<file path="src/rtl/deser2x8_rx_pkg.sv">
// Shared types and defaults for the two-lane HS receive deserializer.
package deser_pkg;

   localparam int unsigned W_DEF        = 8;
   localparam int unsigned HUNT_MAX_DEF = 32;
   localparam logic [7:0]  SYNC_DEF     = 8'hB8;

   // Pair-counter width for a byte of width w (at least one bit).
   function automatic int unsigned pcnt_width(input int unsigned w);
      return ($clog2(w / 2) > 0) ? $clog2(w / 2) : 1;
   endfunction

   localparam int unsigned PCNT_W = pcnt_width(W_DEF);

   typedef enum logic [1:0] {
      IDLE = 2'd0,
      HUNT = 2'd1,
      DATA = 2'd2
   } state_t;

endpackage

</file>
<file path="src/rtl/deser2x8_rx_if.sv">
// Lane inputs and byte-level outputs of the receive deserializer.
interface deser2x8_rx_if #(
   parameter int unsigned W = deser_pkg::W_DEF
);

   logic         Serial_B1;
   logic         Serial_B2;
   logic         En;
   logic [W-1:0] RxByteHS;
   logic         RxValidHS;
   logic         RxSyncHS;
   logic         RxActiveHS;
   logic         ErrSotHS;

   // Lane front-end side: drives the lanes, consumes bytes.
   modport master (
      output Serial_B1,
      output Serial_B2,
      output En,
      input  RxByteHS,
      input  RxValidHS,
      input  RxSyncHS,
      input  RxActiveHS,
      input  ErrSotHS
   );

   // Deserializer side.
   modport slave (
      input  Serial_B1,
      input  Serial_B2,
      input  En,
      output RxByteHS,
      output RxValidHS,
      output RxSyncHS,
      output RxActiveHS,
      output ErrSotHS
   );

endinterface

</file>
<file path="src/rtl/deser2x8_rx_pair_shift_reg.sv">
// W/2-pair shift register; each new (B2,B1) pair enters at the MSB end.
module pair_shift_reg #(
   parameter int unsigned W = deser_pkg::W_DEF
) (
   input  logic         clk,
   input  logic         rst,
   input  logic         clr,
   input  logic         shift,
   input  logic         b1,
   input  logic         b2,
   output logic [W-1:0] q
);

   always_ff @(posedge clk) begin
      if (rst || clr) begin
         q <= '0;
      end else if (shift) begin
         q <= {b2, b1, q[W-1:2]};
      end
   end

endmodule

</file>
<file path="src/rtl/deser2x8_rx.sv">
// Two-lane HS receive deserializer: hunts for SYNC, then emits one byte per W/2 cycles.
module deser2x8_rx
   import deser_pkg::*;
#(
   parameter int unsigned   W        = W_DEF,
   parameter logic [W-1:0]  SYNC     = W'(SYNC_DEF),
   parameter int unsigned   HUNT_MAX = HUNT_MAX_DEF
) (
   input  logic             RxDDRClk,
   input  logic             Rx_RST,
   deser2x8_rx_if.slave     bus
);

   localparam int unsigned PAIRS  = W / 2;
   localparam int unsigned CNT_W  = pcnt_width(W);
   localparam int unsigned HCNT_W = $clog2(HUNT_MAX + 1);

   state_t              state, state_nx;
   logic [CNT_W-1:0]    pcnt, pcnt_nx;
   logic [HCNT_W-1:0]   hcnt, hcnt_nx;
   logic [W-1:0]        sr;
   logic                sr_clr, sr_shift;

   logic [W-1:0]        byte_q, byte_nx;
   logic                valid_q, valid_nx;
   logic                sync_q, sync_nx;
   logic                active_q;
   logic                err_q, err_nx;

   pair_shift_reg #(.W(W)) u_sr (
      .clk   (RxDDRClk),
      .rst   (Rx_RST),
      .clr   (sr_clr),
      .shift (sr_shift),
      .b1    (bus.Serial_B1),
      .b2    (bus.Serial_B2),
      .q     (sr)
   );

   // State, counters and registered outputs.
   always_ff @(posedge RxDDRClk) begin
      if (Rx_RST) begin
         state    <= IDLE;
         pcnt     <= '0;
         hcnt     <= '0;
         byte_q   <= '0;
         valid_q  <= 1'b0;
         sync_q   <= 1'b0;
         active_q <= 1'b0;
         err_q    <= 1'b0;
      end else begin
         state    <= state_nx;
         pcnt     <= pcnt_nx;
         hcnt     <= hcnt_nx;
         byte_q   <= byte_nx;
         valid_q  <= valid_nx;
         sync_q   <= sync_nx;
         active_q <= (state_nx == DATA);
         err_q    <= err_nx;
      end
   end

   // Next-state: sr already holds the pair sampled at the last edge, so a match
   // here surfaces as RxSyncHS one edge after the final SYNC pair.
   always_comb begin
      state_nx = state;
      pcnt_nx  = pcnt;
      hcnt_nx  = hcnt;
      byte_nx  = byte_q;
      valid_nx = 1'b0;
      sync_nx  = 1'b0;
      err_nx   = 1'b0;
      sr_clr   = 1'b0;
      sr_shift = 1'b0;

      unique case (state)
         IDLE: begin
            sr_clr  = 1'b1;
            pcnt_nx = '0;
            hcnt_nx = '0;
            if (bus.En) begin
               state_nx = HUNT;
            end
         end
         HUNT: begin
            sr_shift = 1'b1;
            hcnt_nx  = hcnt + HCNT_W'(1);
            if (sr == SYNC) begin
               state_nx = DATA;
               sync_nx  = 1'b1;
               pcnt_nx  = '0;
            end else if (hcnt == HCNT_W'(HUNT_MAX - 1)) begin
               state_nx = IDLE;
               err_nx   = 1'b1;
            end
         end
         DATA: begin
            sr_shift = 1'b1;
            if (pcnt == CNT_W'(PAIRS - 1)) begin
               pcnt_nx  = '0;
               byte_nx  = sr;
               valid_nx = 1'b1;
            end else begin
               pcnt_nx = pcnt + CNT_W'(1);
            end
         end
         default: begin
            state_nx = IDLE;
         end
      endcase

      // Dropping En abandons the burst; a lock or timeout in flight is not reported.
      if (!bus.En) begin
         state_nx = IDLE;
         sync_nx  = 1'b0;
         err_nx   = 1'b0;
      end
   end

   assign bus.RxByteHS   = byte_q;
   assign bus.RxValidHS  = valid_q;
   assign bus.RxSyncHS   = sync_q;
   assign bus.RxActiveHS = active_q;
   assign bus.ErrSotHS   = err_q;

endmodule

</file>
<file path="src/flat_wrapper.sv">
// flat-port wrapper written by rule: the top's interface ports become plain ports
module deser2x8_rx_flat import deser_pkg::*;
#(
   parameter int unsigned   W        = W_DEF,
   parameter logic [W-1:0]  SYNC     = W'(SYNC_DEF),
   parameter int unsigned   HUNT_MAX = HUNT_MAX_DEF
)
  (RxDDRClk, Rx_RST, bus_Serial_B1, bus_Serial_B2, bus_En, bus_RxByteHS, bus_RxValidHS, bus_RxSyncHS, bus_RxActiveHS, bus_ErrSotHS);
  deser2x8_rx_if #(.W(W)) bus_i ();
  input  logic RxDDRClk;
  input  logic Rx_RST;
  input wire logic [$bits(bus_i.Serial_B1)-1:0] bus_Serial_B1;
  input wire logic [$bits(bus_i.Serial_B2)-1:0] bus_Serial_B2;
  input wire logic [$bits(bus_i.En)-1:0] bus_En;
  output wire logic [$bits(bus_i.RxByteHS)-1:0] bus_RxByteHS;
  output wire logic [$bits(bus_i.RxValidHS)-1:0] bus_RxValidHS;
  output wire logic [$bits(bus_i.RxSyncHS)-1:0] bus_RxSyncHS;
  output wire logic [$bits(bus_i.RxActiveHS)-1:0] bus_RxActiveHS;
  output wire logic [$bits(bus_i.ErrSotHS)-1:0] bus_ErrSotHS;
  assign bus_i.Serial_B1 = bus_Serial_B1;
  assign bus_i.Serial_B2 = bus_Serial_B2;
  assign bus_i.En = bus_En;
  assign bus_RxByteHS = bus_i.RxByteHS;
  assign bus_RxValidHS = bus_i.RxValidHS;
  assign bus_RxSyncHS = bus_i.RxSyncHS;
  assign bus_RxActiveHS = bus_i.RxActiveHS;
  assign bus_ErrSotHS = bus_i.ErrSotHS;
  deser2x8_rx #(.W(W), .SYNC(SYNC), .HUNT_MAX(HUNT_MAX)) u_core (.RxDDRClk(RxDDRClk), .Rx_RST(Rx_RST), .bus(bus_i));
endmodule
</file>
<file path="config.mk">
export PLATFORM = sky130hd
export DESIGN_NAME = deser2x8_rx_flat
export DESIGN_NICKNAME = d
export VERILOG_FILES = /design/src/rtl/deser2x8_rx_pkg.sv /design/src/rtl/deser2x8_rx_if.sv /design/src/rtl/deser2x8_rx_pair_shift_reg.sv /design/src/rtl/deser2x8_rx.sv /design/src/flat_wrapper.sv
export SDC_FILE = /design/constraint.sdc
export NUM_CORES = 1
export LEC_CHECK = 0
export ABC_CLOCK_PERIOD_IN_PS = 1550
export CAP_MARGIN = 0
export CELL_PAD_IN_SITES_DETAIL_PLACEMENT = 1
export CELL_PAD_IN_SITES_GLOBAL_PLACEMENT = 1
export CORE_MARGIN = 1.5
export CORE_UTILIZATION = 36
export DETAILED_ROUTE_END_ITERATION = 12
export PLACE_DENSITY_LB_ADDON = 0.1
export RECOVER_POWER = 100
export SETUP_SLACK_MARGIN = 0.05
export SLEW_MARGIN = 20
export SYNTH_ARGS = -nofsm -noshare
export SYNTH_HDL_FRONTEND = slang
export SYNTH_SLANG_ARGS = --single-unit
</file>
<file path="constraint.sdc">
create_clock -name RxDDRClk -period 1.55 [get_ports RxDDRClk]
set_input_delay 0.31 -clock RxDDRClk [delete_from_list [all_inputs] [get_ports RxDDRClk]]
set_output_delay 0.31 -clock RxDDRClk [all_outputs]
set_load 0.02 [all_outputs]
</file>
* After elaboration in Yosys (flattened, before gate mapping)
Cells that the tools add are included.
** Operators by class
- Magnitude comparators :: 0
- Divide/modulo/power cells :: 0
- Reduce and logical (&&, ||, !) cells :: 10
- Mux-type cells :: 13
- Multiply operators :: 0
- Equal/unequal tests :: 7
- Add/sub/neg operators :: 2
- Shift operators :: 0
- Bitwise operators :: 3
** Operator list (number)
- $pmux 2 s3 :: 2
- $pmux 6 s2 :: 1
- $mux 2 :: 5
- $eq 8x8->1 const B :: 1
- $add 6x1->6 const B :: 1
- $eq 2x2->1 const B :: 3
- $eq 6x5->1 const B :: 1
- $mux 1 :: 5
- $reduce_and 2->1 :: 2
- $reduce_or 2->1 :: 2
- $reduce_or 4->1 :: 1
- $not 1->1 :: 3
- $reduce_bool 3->1 :: 1
- $reduce_or 3->1 :: 1
- $add 2x1->2 const B :: 1
- $eq 2x1->1 const B :: 1
- $logic_not 2->1 :: 1
- $ne 2x1->1 const B :: 1
- $reduce_bool 2->1 :: 1
- $logic_or 1x1->1 :: 1
** Storage, ports and cells
- RAM bits :: 0
- Bits in latches :: 0
- Logic and storage cells :: 44
- ROM bits :: 0
- Memories kept :: 0
- Output and inout bits :: 12
- Input bits :: 5
- Flip-flop bits (word level) :: 30

* Longest topological paths before layout
- Depth after elaboration :: 6
- Depth in mapped cells :: 6
- Depth with buffers taken out :: 6

* Cells and area by module
Synthesis repeated with hierarchy kept, for this count alone.
** Unflattened totals
- Cell total of the unflattened synthesis :: 137
- Area, all modules :: 1270.0 µm²
** By module, submodules not included
- deser2x8_rx :: area an instance 974.7 µm², seq. area each 440.4 µm², cells each 110, instances 1
- pair_shift_reg :: area an instance 295.3 µm², seq. area each 160.2 µm², cells each 27, instances 1

* Worst setup path before layout
OpenSTA, ideal clock, no wires.
- Path type :: register to register
- Start :: register u_core.state[0]
- End :: register u_core.active_q (netlist: u_core.bus.RxActiveHS)
- Path buffers :: 0
- Period minus slack after synthesis :: 1532 ps
- Data arrival time :: 1417 ps
- Setup slack :: 18 ps
- Required time :: 1435 ps
- Library setup time :: 115 ps
- Stages on the path, launching flop included :: 6
- Cell sequence :: dfxtp_1 > ha_1 > or2b_1 > or2_2 > o32a_1 > nor3b_2
** On the way
- Cells in the longest elaborated chain, start to end :: 5
- Elaborated cells on any way between the ends :: 8
- Classes of those cells :: eq/ne (3); mux (4); reduce/logical (1)
** Ends and longest elaborated chain
- start: declaration :: RTL line deser2x8_rx.sv:18 : state_t state, state_nx;
- start signal: assignment :: RTL line deser2x8_rx.sv:52 : state <= state_nx;
- $mux 2 :: RTL line deser2x8_rx.sv:92 : end else if (hcnt == HCNT_W'(HUNT_MAX - 1)) begin
- $mux 2 :: RTL line deser2x8_rx.sv:88 : if (sr == SYNC) begin
- $pmux 2 s3 (*) :: RTL line deser2x8_rx.sv:76 : unique case (state)
- $mux 2 (*) :: RTL line deser2x8_rx.sv:113 : if (!bus.En) begin
- $eq 2x2->1 (*) :: RTL line deser2x8_rx.sv:58 : active_q <= (state_nx == DATA);
- end signal: assignment :: RTL line deser2x8_rx.sv:58
- end: declaration :: RTL line deser2x8_rx.sv:27 : logic active_q;
Every way passes the cells marked *; elsewhere a longest branch is shown, timed or not.
A chain may end at the register's enable or synchronous reset.

* Worst setup path in the final report
- Start :: register u_core.state[1]
- End :: register u_core.active_q (netlist: u_core.bus.RxActiveHS)
Same word-level chain as after synthesis.

==> flow_summary.ini <==
[clock_network]
clk_latency_ps = 330
cts.sinks = 30
cts_tree = yes
h-tree-depth = 2
cts_max_path_buffers = 2
clockRootBuffer = clkbuf_4
postCtsHoldBufs = 0
cts_buffers = 5
cts.reportedPaths.clkPinSlew_ps = 90

[logic_synthesis]
ys_seq_elements = 30
yosysWarnings = 0
synth_area_per_cell_um2 = 9.334
synth_fp_nets = 148
syn-instance-count = 137
ys_types = 28
netlist_area_mm2 = 0.001279
yosysSeqAreaShare_pct = 46.97

[routing]
drc = 0
dr.first_iter.drc_count = 32
post_drt_wl_per_cell_um = 13.72
routed_wl_um = 2882
drtAntennaViolNets = 0
vias_per_cell = 5.038
drtPass1Iterations = 4
vias = 1058

[setup_path]
max_stage_delay_ps = 350
rrSetupSlack_ps = 40
critPathCaptureType = register
crit_path_top_delay_cell = dfxtp_2
start_kind = register
critPathLaunch = u_core.state[1]
crit_required_ps = 1770
rr_startpoint = u_core.state[1]
arrival_ps = 1730
rr_endpoint = u_core.bus.RxActiveHS
crit_type = register to register
rr_worst_depth = 5
worstPathMaxFanout = 3
crit_chain = ha_4 -> or2b_1 -> or2_4 -> o32a_1 -> nor3b_2

[floorplanning]
io-pin-count = 17
fp.coreArea_mm2 = 0.003363
initial_core_util_pct = 38.02
die_area_mm2 = 0.003919
rows = 21
die_w_um = 62.60
dieHeight_um = 62.60

[min_path]
hold_path_end = u_core.bus.RxByteHS[7]
min_path_cells = 2
min_from = u_core.bus.RxByteHS[7]
holdCritPathClass = register to register

[finish]
syn_to_final_growth_pct = 29.84
antenna_cells = 0
drive_above_1_share_pct = 18.90
final_nets = 175
utilization_pct = 49.37

[timing]
fin_crit_ps = 1514
fmax_mhz = 660.3
setup_violations = 0
fin_tns_setup_ps = 0
rsz0062_at_grt = yes
hold_violations = 0
fin_skew_ps = 8.595
tightest_slew_ps = 292.0
max_slew_margin_pct = 80.49
maxSlewViolCount = 0
period_share_pct = 97.70

[global_routing]
grt_max_degree = 17
grt_pass1_wl_um = 4995
first_global_vias = 1062
antenna_found_initial = 0
grt_usage_pct = 16.51
grt-ovfl-total = 0

[pwr]
total_power_mw = 1.509
p_per_area_mw_per_mm2 = 909.0
irDropWorstVdd_mv = 0.5502
cellLeakagePower_nw = 0.6551

[place]
gp_congestion = 0.8142
portBuffers = 16
dp_hpwl_um = 2180

[status]
outcome = finished clean

[run]
drv_cap = 0
-- kinds of logic (layout without fill, tap and decap cells) --
kind of cell	after synthesis	in the layout	synth area share, %
adder cells (fa/ha/maj)	6	6	5.871
buffers and inverters	9	36	2.642
flip-flops	30	30	46.97
AND/OR/NAND/NOR	57	57	24.85
AO/OA/AOI/OAI	25	25	11.45
multiplexers	10	10	8.219
-- power by group --
group | internal, mW | switching, mW
registers | 0.774 | 0.00379
logic | 0.0510 | 0.0484
clock network | 0.375 | 0.256
total | 1.20 | 0.308
-- metal layers --
layer	part of all wire (%)	vias to the layer above	GRT usage [%]
li1	-	531	-
met1	46	500	20.93
met2	46	21	25.54
met3	5.3	6	5.946
met4	1.7	0	6.667
met5	0	-	0
-- worst max-delay path: cells and delay by family, from the launching register on --
kind                       cells  cell delay [ps]
and+or+nand+nor                3              630
DFF                            1              350
AOI/OAI and AO/OA              1              290
adders and majority gates      1              150
-- repair_timing --
action | 4_1_cts | 5_1_grt
gates cloned | 0 | 0
buffers inserted | 1 | 0
gates resized for setup | 16 | 7
setup endpoints to repair | 13 | 8
pin swaps | 2 | 1
-- stage by stage --
stage	hold slack (ps)	std cells	worst slack, ps	instance area [µm²]
floorplan	457.5	137	41.28	1285
global placement	443.0	202	-310.3	1564
detailed placement	449.9	202	-381.3	1564
CTS	460.4	210	44.98	1653
global route	479.2	210	-10.49	1660
finish	455.8	210	35.58	1660
-- registers in the layout, indices dropped and copies added (netlist names) --
signal and cells:
u_core.bus.RxValidHS 1, u_core.bus.RxActiveHS 1, u_core.bus.RxSyncHS 1, u_core.bus.RxByteHS 8, u_core.u_sr.q 8, u_core.pcnt 2
u_core.bus.ErrSotHS 1, u_core.hcnt 6, u_core.state 2
-- final cells by class --
type | count | area [µm²]
multi-input combinational | 98 | 670.6
fill | 420 | 1703
tap | 46 | 57.56
clock buffer | 6 | 51.30
inverter | 2 | 7.507
clock inverter | 1 | 30.03
sequential | 30 | 604.3
timing repair buffer | 27 | 239.0
-- cells in the mapped netlist --
master    count  area share, %
buf_1         1           0.29
and4b_4       1            1.1
dfxtp_1      30             47
or2b_1        2            1.2
mux2i_1       9            7.0
clkbuf_1      6            1.8
a21o_1        1           0.59
a21bo_1       1           0.78
nor2_1       18            5.3
a21oi_1      16            6.3
and4bb_2      1           0.98
o32a_1        1           0.78
nor2b_1       2           0.98
ha_1          6            5.9
o211ai_1      2            1.2
nand3b_1      2            1.2
a41oi_1       1           0.69
nor3b_2       1           0.98
or2_2         2           0.98
nor4b_4       1            1.9
o21ai_0       3            1.2
nand3_1      13            5.1
nor3_1        1           0.39
mux2_4        1            1.2
nor3b_1       3            1.8
inv_1         2           0.59
nand2_1       9            2.6
and3_1        1           0.49
-- how the worst max path moves through the flow --
stage	end	slack, ps	cells after the start
detailed placement	u_core.bus.RxActiveHS	-380	5
CTS	u_core.bus.RxActiveHS	40	5
finish	u_core.bus.RxActiveHS	40	5
global route	u_core.bus.RxActiveHS	-10	5
global placement	u_core.bus.RxActiveHS	-310	5
floorplan	u_core.bus.RxActiveHS	40	5
-- cell usage in the layout, fill, tap and decap left out, types with 3 or more instances in the layout --
| cell type | count |
|---|---|
| dlygate4sd2_1 | 13 |
| nand2_1 | 9 |
| buf_4 | 8 |
| clkbuf_4 | 5 |
| dfxtp_1 | 27 |
| nand3_1 | 13 |
| o21ai_0 | 3 |
| a21oi_1 | 16 |
| ha_1 | 3 |
| dfxtp_2 | 3 |
| mux2i_1 | 9 |
| nor2_1 | 18 |
| clkdlybuf4s50_1 | 3 |
(Power assumes the default switching activity.)
